==> src/rtl/p2s_engine.sv <==
// Parallel-to-serial shifter driving an external shift register (clear, DIV-paced s_clk, latch strobe).
// Acceptance to done = (CLR_BEFORE ? DIV : 0) + 2*DIV*DATA_BITS + DIV cycles; start edges while busy are dropped.
module p2s_engine #(
    parameter int DATA_BITS  = 64,
    parameter int DIV        = 2,
    parameter int MSB_FIRST  = 1,
    parameter int CLR_BEFORE = 1
) (
    input  logic                 clk,
    input  logic                 rst,
    input  logic                 start,
    input  logic [DATA_BITS-1:0] p_data,
    output logic                 s_clk,
    output logic                 s_clrn,
    output logic                 sout,
    output logic                 s_latch,
    output logic                 EN,
    output logic                 done
);

    localparam int DW = $clog2(DIV + 1);
    localparam int BW = $clog2(DATA_BITS + 1);
    localparam logic [DW-1:0] DIV_LAST = DW'(DIV - 1);
    localparam logic [BW-1:0] BIT_LAST = BW'(DATA_BITS - 1);

    typedef enum logic [2:0] {
        IDLE,
        CLEAR,
        SHIFT_LO,
        SHIFT_HI,
        LATCH,
        FINISH
    } state_t;

    state_t                 state_q, state_d;
    logic                   start_q;
    logic [DATA_BITS-1:0]   sh_q, sh_d;
    logic [DW-1:0]          div_q, div_d;
    logic [BW-1:0]          bit_q, bit_d;
    logic                   sout_q, sout_d;
    logic                   div_last;
    logic [DATA_BITS-1:0]   sh_next;

    function automatic logic send_bit(input logic [DATA_BITS-1:0] w);
        return (MSB_FIRST != 0) ? w[DATA_BITS-1] : w[0];
    endfunction

    assign div_last = (div_q == DIV_LAST);
    assign sh_next  = (MSB_FIRST != 0) ? {sh_q[DATA_BITS-2:0], 1'b0}
                                       : {1'b0, sh_q[DATA_BITS-1:1]};

    always_comb begin
        state_d = state_q;
        sh_d    = sh_q;
        div_d   = div_q;
        bit_d   = bit_q;
        sout_d  = sout_q;
        case (state_q)
            IDLE: begin
                if (start && !start_q) begin
                    sh_d    = p_data;
                    bit_d   = '0;
                    div_d   = '0;
                    state_d = (CLR_BEFORE != 0) ? CLEAR : SHIFT_LO;
                end
            end
            CLEAR: begin
                if (div_last) begin
                    div_d   = '0;
                    state_d = SHIFT_LO;
                end else begin
                    div_d = div_q + 1'b1;
                end
            end
            SHIFT_LO: begin
                if (div_last) begin
                    div_d   = '0;
                    state_d = SHIFT_HI;
                end else begin
                    div_d = div_q + 1'b1;
                end
            end
            SHIFT_HI: begin
                if (div_last) begin
                    div_d   = '0;
                    sh_d    = sh_next;
                    bit_d   = bit_q + 1'b1;
                    state_d = (bit_q == BIT_LAST) ? LATCH : SHIFT_LO;
                end else begin
                    div_d = div_q + 1'b1;
                end
            end
            LATCH: begin
                if (div_last) begin
                    div_d   = '0;
                    state_d = FINISH;
                end else begin
                    div_d = div_q + 1'b1;
                end
            end
            FINISH:  state_d = IDLE;
            default: state_d = IDLE;
        endcase
        // sout only moves as s_clk falls, keeping each bit stable across its rising edge
        if (state_d == SHIFT_LO && state_q != SHIFT_LO) begin
            sout_d = send_bit(sh_d);
        end
    end

    always_ff @(posedge clk or posedge rst) begin
        if (rst) begin
            state_q <= IDLE;
            start_q <= 1'b1;
            sh_q    <= '0;
            div_q   <= '0;
            bit_q   <= '0;
            sout_q  <= 1'b0;
        end else begin
            state_q <= state_d;
            start_q <= start;
            sh_q    <= sh_d;
            div_q   <= div_d;
            bit_q   <= bit_d;
            sout_q  <= sout_d;
        end
    end

    assign s_clk   = (state_q != SHIFT_LO);
    assign s_clrn  = (state_q != CLEAR);
    assign s_latch = (state_q == LATCH);
    assign EN      = (state_q == IDLE) || (state_q == FINISH);
    assign done    = (state_q == FINISH);
    assign sout    = sout_q;

endmodule

==> config.mk <==
export PLATFORM = sky130hd
export DESIGN_NAME = p2s_engine
export DESIGN_NICKNAME = d
export VERILOG_FILES = /design/src/rtl/p2s_engine.sv
export SDC_FILE = /design/constraint.sdc
export NUM_CORES = 1
export LEC_CHECK = 0
export CORE_ASPECT_RATIO = 0.6
export CORE_UTILIZATION = 46
export CTS_CLUSTER_SIZE = 8
export DETAILED_ROUTE_END_ITERATION = 7
export PLACE_DENSITY = 0.76
export SYNTH_ARGS = -nofsm -noshare
export SYNTH_HDL_FRONTEND = slang
export SYNTH_SLANG_ARGS = --single-unit
==> constraint.sdc <==
create_clock -name clk -period 2.3 [get_ports clk]
set_input_delay 0.345 -clock clk [delete_from_list [all_inputs] [get_ports clk]]
set_output_delay 0.345 -clock clk [all_outputs]
set_load 0.05 [all_outputs]
Word level (Yosys, flattened, before mapping)
Index checks and enable logic that the tools add are counted.
W data, S select, Z words.
{ "totals": {"elab_cells": 47, "out_inout_bits": 6, "ff_bits": 78} }
{ "classes": {"add_sub_neg": 2, "muxes": 16, "n_eq_ne": 12, "reduce_logical": 10} }
{ "op_table": {"columns": ["op", "n"], "rows": [
  ["$mux W64", 2],
  ["$pmux W64 S2", 1],
  ["$mux W3", 6],
  ["$pmux W3 S5", 1],
  ["$mux W7", 2],
  ["$pmux W7 S2", 1],
  ["$eq A3 B2 Y1 const B", 3],
  ["$add A7 B1 Y7 const B", 1],
  ["$eq A7 B6 Y1 const B", 1],
  ["$eq A3 B3 Y1 const B", 2],
  ["$mux W2", 2],
  ["$ne A2 B2 Y1 const B", 2],
  ["$pmux W2 S2", 1],
  ["$reduce_bool A2 Y1", 2],
  ["$reduce_or A4 Y1", 1],
  ["$eq A3 B1 Y1 const B", 1],
  ["$logic_not A3 Y1", 1],
  ["$ne A3 B1 Y1 const B", 1],
  ["$ne A3 B2 Y1 const B", 1],
  ["$reduce_and A3 Y1", 1],
  ["$add A2 B1 Y2 const B", 1],
  ["$eq A2 B1 Y1 const B", 1],
  ["$logic_and A1 B1 Y1", 2],
  ["$reduce_and A2 Y1", 1],
  ["other kinds (2)", 2]
]} }

Depth between registers and ports, before layout
Gate-level depths: netlist of the first run.
{ "logic_depth": {"depth_word": 6, "ltp_mapped": 7} }

Worst setup path after synthesis of the first run
OpenSTA, ideal clock, no wires.
{ "synth_timing": {"kind": "reg2out", "from": "register state_q[2]", "to": "output EN", "arrival_ns": 1.718, "path_buffers": 1, "path_slack_ns": 0.237, "t_required_ns": 1.955, "stages_incl_launch_ff": 4, "path_cell_list": "dfrtp_1 > buf_6 > and2b_1 > nor3_1"} }
{ "synth_via": {"elab_chain_len": 2} }
{ "synth_lines": {"columns": ["item", "line_no", "source"], "rows": [
  ["start: declaration", "35", "state_t state_q, state_d;"],
  ["start signal: assignment", "119", "state_q <= state_d;"],
  ["$eq A3 B3 Y1 or $logic_not A3 Y1 (tied branches)", "131", "assign EN = (state_q == IDLE) || (state_q == FINISH);"],
  ["$logic_or A1 B1 Y1 (*)", "131", null],
  ["end: declaration", "17", "output logic EN,"]
]} }
Every way passes the cells marked *; elsewhere a longest branch is shown, timed or not.

Worst setup path after layout of the first run
{ "layout_timing": {"from": "register state_q[2]", "to": "output s_clrn"} }
{ "layout_via": {"elab_chain_len": 1} }
{ "layout_lines": {"columns": ["item", "line_no", "source"], "rows": [
  ["$ne A3 B1 Y1", "129", "assign s_clrn = (state_q != CLEAR);"],
  ["end: declaration", "14", "output logic s_clrn,"]
]} }
Every way passes these cells.

==> impl_metrics.json, run 1 <==
{
  "nets": 486,
  "die_w_um": 115,
  "slew_headroom_pct": 65.0,
  "status": "finished, final reports clean",
  "synth_area_um2": 3540,
  "die_h_um": 70.0,
  "yosys.area_share.xor_xnor_pct": 1.48,
  "crit_fanout": 10,
  "yosysSeqAreaShare_pct": 55.1,
  "gp_congestion": 0.797,
  "yosysMostFrequentCell": "dfrtp_1",
  "hp-class": "primary input to async pin",
  "drcViolationCount": 0,
  "path_buf_inv": 1,
  "ant_nets": 0,
  "gr-total-overflow": 0,
  "worstSetupEndpointType": "primary output",
  "grt_usage_pct": 22.5,
  "area_growth_pct": 30.4,
  "cts_made_buffers": 9,
  "path_cells": "and2b_1 -> nand2b_1 -> dlygate4sd2_1",
  "critical_path_required_ns": 1.96,
  "grt_pass1_wl_um": 13900,
  "worstMarginPinSlew_ns": 0.523,
  "first_pass_iters": 5,
  "synth_common_cells": "77 x dfrtp_1, 68 x nand2_1, 67 x nand3_1",
  "cts_root_buf": "clkbuf_16",
  "ios": 73,
  "via_per_inst": 5.62,
  "grt_pass1_vias": 2766,
  "syn_inst": 356,
  "maxCapViolations": 0,
  "synthSimpleGateAreaFrac_pct": 22.0,
  "synth_area_leaders": "dfrtp_1 54%, a22oi_1 13%, nand3_1 9.5%",
  "cp-start-kind": "flip-flop",
  "die-area_um2": 8070,
  "period_minus_slack_ns": 2.02,
  "p_leak_nw": 2.23,
  "slew_violations": 0,
  "r2r_setup_slack_ns": 0.37,
  "synth_top_family_by_area": "simple AND/OR/NAND/NOR gates",
  "cts_tree": "built",
  "clkTransAtPathRegs_ns": 0.06,
  "muxShareOfSynthArea_pct": 0.565,
  "skew_ns": 0.00385,
  "async_flop_share_pct": 100,
  "io_buffers": 72,
  "crit_arrival_ns": 1.68,
  "row_count": 24,
  "wl_um": 8360,
  "setup_viol": 0,
  "setup_slack_ns": 0.276,
  "synth_compound_area_share_pct": 15.2,
  "antenna_found_initial": 0,
  "ys_seq_elements": 78,
  "synth_fp_nets": 424,
  "synthFlopType": "dfrtp_1",
  "ir_worst_vdd_v": 0.000378,
  "clock_latency_ns": 0.33,
  "max_stage_delay_ns": 0.52,
  "clockBufferDepth": 2,
  "pre_cts_ws_ns": 0.351,
  "dr.first_iter.drc_count": 241,
  "yosysUniqueCellTypes": 37,
  "synth_adder_area_share_pct": 0.353,
  "synth_edf_count": 0,
  "crit_slowest_cell": "dlygate4sd2_1",
  "dp_hpwl_um": 5500,
  "nFillCells": 611,
  "cellPowerDensity_nw_per_um2": 605,
  "place_area_um2": 4360,
  "antennaDiodeCount": 0,
  "finalSetupTns_ns": 0,
  "post_cts_buffers": 0,
  "fin_area_um2": 4620,
  "clock-sinks": 78,
  "synth_area_per_cell_um2": 9.95,
  "fmax_mhz": 494,
  "grt_start_max_net_pins": 37,
  "rsz0062_at_grt": "no",
  "crit_family": "buffers and inverters",
  "h-tree-depth": 3,
  "synth_top_area_share_pct": 54.4,
  "start_util_pct": 48.2,
  "wl_per_cell_um": 15.9,
  "drive_above_1_share_pct": 8.04,
  "finalHoldViolCount": 0,
  "core_area_um2": 7360,
  "num_vias": 2962,
  "post-route-period-util_pct": 88.0,
  "yosys_warnings": 0,
  "crit_type": "flip-flop to primary output",
  "synth_top_area_cell": "dfrtp_1"
}
[worst paths after layout]
path,from,to,cells after the start
max in group asynchronous,rst,start_q$_DFF_PP1_,3
worst min register to register,sh_q[24]$_DFFE_PP0P_,sh_q[25]$_DFFE_PP0P_,2
worst max register to register,state_q[1]$_DFF_PP0_,bit_q[6]$_DFFE_PP0P_,5
min in group clk,sh_q[24]$_DFFE_PP0P_,sh_q[25]$_DFFE_PP0P_,2
worst min-delay path,rst,sh_q[12]$_DFFE_PP0P_,2
worst max-delay path,state_q[2]$_DFF_PP0_,s_clrn,3
[final cells by class]
type / instances / area [um^2] / share of cell area, %
Sequential cell: 78 / 1950 / 42.3
Multi-Input combinational cell: 244 / 1410 / 30.5
Timing Repair Buffer: 82 / 848 / 18.4
Clock buffer: 15 / 258 / 5.58
Tap cell: 104 / 130 / 2.82
Inverter: 3 / 15.0 / 0.325
Clock inverter: 1 / 5.00 / 0.108
[per-layer routing]
layer / part of all wire, % / wire [um] / vias up / track usage, %
met1: 48 / 4030 / 1443 / 32.9
met5: 0 / 0 / - / 0
met4: 0.91 / 76 / 0 / 6.49
li1: - / - / 1405 / -
met2: 44 / 3670 / 104 / 31.3
met3: 7.0 / 589 / 10 / 8.16
[placed cells by master, fill, tap and decap left out, types with 2 or more instances in the layout]
| cell type | synthesis | final |
|---|---|---|
| dfrtp_1 | 77 | 77 |
| nand2_1 | 68 | 67 |
| clkdlybuf4s50_1 | 0 | 67 |
| nand3_1 | 67 | 66 |
| a22oi_1 | 63 | 63 |
| clkbuf_16 | 0 | 9 |
| buf_4 | 4 | 8 |
| nor2_1 | 7 | 7 |
| clkbuf_1 | 7 | 5 |
| buf_12 | 0 | 5 |
| xor2_1 | 3 | 3 |
| nand4_1 | 3 | 3 |
| xnor2_1 | 3 | 3 |
| o21ai_0 | 2 | 2 |
| a22o_1 | 2 | 2 |
| and3_1 | 3 | 2 |
| and2_1 | 2 | 2 |
| inv_1 | 3 | 2 |
| mux2i_1 | 2 | 2 |
| and2b_1 | 2 | 2 |
| nand2b_1 | 2 | 2 |
| dlygate4sd2_1 | 0 | 2 |
[stage by stage]
| step | cells | hold slack, ns | util (%) | power (mW) |
|---|---|---|---|---|
| floorplan | 356 | 0.349 | - | 1.42 |
| global placement | 511 | 0.470 | 59.3 | 1.56 |
| detailed placement | 511 | 0.475 | 59.3 | 1.56 |
| CTS | 527 | 0.415 | 62.8 | 2.83 |
| global route | 527 | 0.422 | 62.8 | 2.90 |
| finish | 527 | 0.404 | 62.8 | 2.79 |
[worst reg2reg max path, stage by stage (launching register included)]
cell     delay [ns]
dfrtp_1        0.55
nor2_2         0.29
nand3_2        0.39
buf_12         0.33
mux2i_1        0.17
o21ai_0        0.09
[power breakdown]
group | switching [mW] | internal, mW
Combinational | 0.0504 | 0.106
Clock | 0.503 | 0.760
Sequential | 0.000222 | 1.37
Total | 0.554 | 2.24
[state kept, by name, indices dropped and copies added (netlist names)]
signal and count:
start_q 1, sout 1, bit_q 7, div_q 2
state_q 3, sh_q 64
[kinds of logic after synthesis]
family                   Yosys count
AO/OA/AOI/OAI                     72
XOR/XNOR                           6
adder cells (fa/ha/maj)            1
buffers and inverters             34
flip-flops                        78
multiplexers                       2
AND/OR/NAND/NOR                  163
[repair_timing]
action                                  CTS  global route
hold buffers                              0             0
gates resized for setup                   2             0
endpoints found under the setup margin    2             0
Note: power is estimated with default switching activity, not from simulation.
==> run 2: changes to the inputs <==
- CORE_ASPECT_RATIO: 0.6 -> 0.7
==> run 2 against run 1 <==
  * Cell area is 1.6% lower
  * Sequential share of layout area increased by 0.67 points
  * Hold slack got worse by 0.017 ns
  * First-iteration DRC count is 9.1% lower
  * Flip-flop and latch count did not move
  * Utilization down 1.2 points
  * Clock-buffer cell count shrank 6
  * Clock skew is 0.010 ns higher
  * Critical path type unchanged
  * Total power down 3.5%
  * Clock power shrank 7%
  * Die area is essentially flat
  * Routed wire length decreased by 1.8%
==> impl_metrics.json, run 2 (synthesis results as in run 1) <==
{
  "crit_slowest_cell": "clkdlybuf4s50_1",
  "worstReg2RegEnd": "sh_q[10]$_DFFE_PP0P_",
  "crit_start": "state_q[2]$_DFF_PP0_",
  "die-area_um2": 8060,
  "place_area_um2": 4320,
  "finalHoldViolCount": 0,
  "worstMarginPinSlew_ns": 0.556,
  "crit_arrival_ns": 1.86,
  "gr-total-overflow": 0,
  "num_vias": 2888,
  "worstSetupEndpointType": "primary output",
  "maxCapViolations": 0,
  "status": "finished, final reports clean",
  "r2r_setup_slack_ns": 0.35,
  "h-tree-depth": 3,
  "fin_area_um2": 4550,
  "cp.depth": 2,
  "period_minus_slack_ns": 2.20,
  "final_common_cell": "dfrtp_1",
  "postLayoutCoreUtil_pct": 61.6,
  "cts_tree": "built",
  "via_per_inst": 5.53,
  "path_cells": "and3b_1 -> clkdlybuf4s50_1",
  "clkTransAtPathRegs_ns": 0.09,
  "cts_root_buf": "clkbuf_8",
  "clock-sinks": 78,
  "crit_type": "flip-flop to primary output",
  "grt_pass1_vias": 2719,
  "antenna_found_initial": 0,
  "ant_nets": 0,
  "nFillCells": 629,
  "reg2reg_from": "state_q[2]$_DFF_PP0_",
  "setup_viol": 0,
  "drive_above_1_share_pct": 9.43,
  "cp-start-kind": "flip-flop",
  "wl_um": 8210,
  "area_growth_pct": 28.4,
  "die_w_um": 107,
  "multi_input_area_um2": 1410,
  "first_pass_iters": 5,
  "grt_pass1_wl_um": 13300,
  "reg_top3": "sh_q x64, bit_q x7, state_q x3",
  "dp_hpwl_um": 5190,
  "final_cell_mix": "77 x dfrtp_1, 68 x clkdlybuf4s50_1, 67 x nand2_1",
  "dr.first_iter.drc_count": 219,
  "drcViolationCount": 0,
  "finalSetupTns_ns": 0,
  "slew_violations": 0,
  "max_stage_delay_ns": 0.79,
  "critical_path_required_ns": 1.96,
  "die_h_um": 75.4,
  "skew_ns": 0.0143,
  "ir_worst_vdd_v": 0.000402,
  "regArea_um2": 1950,
  "clock_latency_ns": 0.35,
  "dp_cells": 506,
  "worst_r2r_path_depth": 5,
  "row_count": 26,
  "p_leak_nw": 2.21,
  "core_area_um2": 7380,
  "grt_start_max_net_pins": 68,
  "largest_register_ffs": 64,
  "post-route-period-util_pct": 95.8,
  "slew_headroom_pct": 62.9,
  "rsz0062_at_grt": "no",
  "io_buffers": 72,
  "ctsHoldBuffers": 0,
  "grt_usage_pct": 21.3,
  "crit_fanout": 10,
  "cellPowerDensity_nw_per_um2": 593,
  "start_util_pct": 48.0,
  "endpoint": "done",
  "path_buf_inv": 1,
  "clockBufferDepth": 2,
  "nets": 487,
  "gp_congestion": 0.729,
  "hp-class": "primary input to async pin",
  "grtUsageMet2_pct": 33.1,
  "antennaDiodeCount": 0,
  "wl_per_cell_um": 15.7,
  "ios": 73,
  "top_register": "sh_q",
  "cts_made_buffers": 9,
  "grt.met3_usage_pct": 6.16,
  "busiest_layer": "met2",
  "use_met1_pct": 30.3,
  "finalNonFillerCells": 522,
  "post_cts_buffers": 0,
  "crit_family": "buffers and inverters",
  "fmax_mhz": 454
}
-- run 2: per-layer routing --
| metal | share of wire [%] | routed length [um] |
|---|---|---|
| met1 | 48 | 3970 |
| met2 | 45 | 3720 |
| met3 | 5.8 | 479 |
| met4 | 0.54 | 44 |
| met5 | 0 | 0 |
-- run 2: worst min-delay path by stage --
stage               depth (start not counted)  slack (ns)              endpoint
floorplan                                   0        0.35     start_q$_DFF_PP1_
global placement                            2        0.47   sh_q[9]$_DFFE_PP0P_
detailed placement                          2        0.48  sh_q[26]$_DFFE_PP0P_
CTS                                         2        0.40  sh_q[39]$_DFFE_PP0P_
global route                                2        0.43  sh_q[39]$_DFFE_PP0P_
finish                                      2        0.39  sh_q[39]$_DFFE_PP0P_
-- run 2: metrics by stage --
stage / total power, mW / worst slack, ns / hold WS, ns
floorplan: 1.42 / 0.237 / 0.349
global placement: 1.55 / 0.305 / 0.471
detailed placement: 1.55 / 0.240 / 0.479
CTS: 2.72 / 0.0956 / 0.400
global route: 2.78 / 0.0114 / 0.427
finish: 2.70 / 0.0955 / 0.387
-- run 2: final cells by class --
cell class	count	area share, %
clock buffer	9	2.72
inverter	3	0.330
sequential	78	42.9
tap	98	2.70
multi-input combinational	244	31.0
timing repair buffer	83	18.0
clock inverter	7	2.26
-- run 2: report_power, final --
group / internal, mW / total (mW) / switching, mW
logic: 0.104 / 0.153 / 0.0494
clock network: 0.626 / 1.17 / 0.545
registers: 1.37 / 1.37 / 0.000316
-- run 2: timing repair --
item,in CTS,in global routing
gates resized for setup,1,0
endpoints found under the hold margin,0,0
setup endpoints to repair,1,0
==> run 3: changes to the inputs <==
- SETUP_SLACK_MARGIN: unset -> 0.5
==> run 3 against run 2 <==
  * Largest power group unchanged
  * Cell count is the same
  * Highest routed layer unchanged
  * Critical endpoint is now s_clrn
  * Clock-buffer cell count rose by 1
  * First-iteration DRC count shrank 1.8%
  * Utilization up 0.80 points
  * Clock power is essentially flat
  * Routed wire length down 0.69%
  * Fmax is 27% higher
  * Flip-flop and latch count unchanged
  * Sequential share of layout area fell by 0.47 points
==> impl_metrics.json, run 3 (synthesis results as in run 1) <==
{
  "endpoint": "s_clrn",
  "finalHoldViolCount": 0,
  "clock-sinks": 78,
  "fmax_mhz": 577,
  "rsz0062_at_grt": "yes",
  "cts_made_buffers": 9,
  "io_buffers": 72,
  "grt_start_max_net_pins": 67,
  "crit_fanout": 8,
  "via_per_inst": 5.58,
  "postLayoutCoreUtil_pct": 62.4,
  "top_register": "sh_q",
  "period_minus_slack_ns": 1.73,
  "hp-class": "primary input to async pin",
  "die-area_um2": 8060,
  "setup_viol": 0,
  "grt_pass1_wl_um": 13600,
  "slew_violations": 0,
  "ant_nets": 0,
  "final_cell_mix": "74 x dfrtp_1, 67 x nand2_1, 66 x nand3_1, 66 x clkdlybuf4s50_1, 63 x a22oi_1",
  "row_count": 26,
  "clockBufferDepth": 2,
  "maxCapViolations": 0,
  "reg2reg_from": "state_q[2]$_DFF_PP0_",
  "wl_um": 8150,
  "dr.first_iter.drc_count": 215,
  "worst_r2r_path_depth": 5,
  "r2r_setup_slack_ns": 0.64,
  "slew_headroom_pct": 67.3,
  "whs_ns": 0.390,
  "cp-start-kind": "flip-flop",
  "gp_congestion": 0.738,
  "nets": 487,
  "worstReg2RegEnd": "sh_q[59]$_DFFE_PP0P_",
  "clock_latency_ns": 0.34,
  "ios": 73,
  "worstMarginPinSlew_ns": 0.489,
  "final_common_cell": "dfrtp_1",
  "die_w_um": 107,
  "wl_per_cell_um": 15.6,
  "skew_ns": 0.00963,
  "grt_usage_pct": 21.8,
  "cellPowerDensity_nw_per_um2": 582,
  "h-tree-depth": 3,
  "post-route-period-util_pct": 75.4,
  "gr-total-overflow": 0,
  "dp_hpwl_um": 5140,
  "cts_tree": "built",
  "start_util_pct": 48.0,
  "first_pass_iters": 5,
  "nFillCells": 623,
  "finalSetupTns_ns": 0,
  "antenna_found_initial": 0,
  "ctsHoldBuffers": 0,
  "cts_root_buf": "clkbuf_8",
  "worstSetupEndpointType": "primary output",
  "reg_top3": "sh_q x64, bit_q x7, state_q x3",
  "antennaDiodeCount": 0,
  "drive_above_1_share_pct": 11.1,
  "crit_type": "flip-flop to primary output",
  "ir_worst_vdd_v": 0.000522,
  "core_area_um2": 7380,
  "place_area_um2": 4330,
  "status": "finished, final reports clean",
  "drcViolationCount": 0,
  "num_vias": 2912,
  "critical_path_required_ns": 1.96,
  "largest_register_ffs": 64,
  "crit_start": "state_q[0]$_DFF_PP0_",
  "dp_cells": 503,
  "p_leak_nw": 2.22,
  "grt_pass1_vias": 2796,
  "finalNonFillerCells": 522,
  "clkTransAtPathRegs_ns": 0.09,
  "fin_area_um2": 4610,
  "die_h_um": 75.4,
  "area_growth_pct": 30.0,
  "crit_arrival_ns": 1.39
}
-- run 3: cell count changes in the layout (fill, tap and decap cells not counted), sizes merged --
cell / before / now
and2: 3 / 4
clkinv: 0 / 2
clkbuf: 9 / 10
clkdlybuf4s50: 68 / 66
clkdlybuf4s15: 0 / 1
inv: 6 / 3
-- run 3: how the worst min path moves through the flow --
stage,slack (ns),from,endpoint,cells past startpoint
2_1_floorplan,0.35,start,start_q$_DFF_PP1_,0
5_1_grt,0.41,rst,sh_q[40]$_DFFE_PP0P_,2
3_3_place_gp,0.47,sh_q[57]$_DFFE_PP0P_,sh_q[58]$_DFFE_PP0P_,2
3_5_place_dp,0.48,sh_q[30]$_DFFE_PP0P_,sh_q[31]$_DFFE_PP0P_,2
6_report,0.39,rst,sh_q[37]$_DFFE_PP0P_,2
4_1_cts,0.39,rst,sh_q[37]$_DFFE_PP0P_,2
-- run 3: timing repair --
action / CTS / global route
setup endpoints to repair: 59 / 24
pin swaps: 1 / 1
setup buffers: 2 / 0
gates cloned: 1 / 0
resized for setup: 11 / 8
-- run 3: layer usage --
layer,part of all wire [%],global-route usage (%),vias up
li1,-,-,1405
met1,48,31.2,1407
met2,45,33.5,96
met3,6.4,5.05,4
met4,0.54,7.00,0
met5,0,0,-
-- run 3: layout make-up --
class                      count  area (um^2)  share of cell area (%)
inverter                       3         15.0                   0.326
sequential                    78         1960                    42.5
timing repair buffer          82          845                    18.3
clock inverter                 6         93.8                    2.04
multi-input combinational    245         1440                    31.2
tap                           98          123                    2.66
clock buffer                  10          138                    2.99
-- run 3: worst max-delay path, cell delays in order (launching register included) --
cell	delay (ns)
dfrtp_2	0.47
and2b_2	0.24
nand2b_1	0.08
buf_2	0.26
-- run 3: power by group --
| part | switching, mW | internal (mW) | total [mW] |
|---|---|---|---|
| logic | 0.0489 | 0.104 | 0.153 |
| clock network | 0.508 | 0.648 | 1.16 |
| registers | 0.000224 | 1.37 | 1.37 |
-- run 3: metrics by stage --
step	setup WS (ns)	power, mW
after floorplan	0.657	1.42
after global placement	0.373	1.55
after detailed placement	0.336	1.55
after CTS	0.473	2.70
after global routing	0.496	2.78
final	0.566	2.68
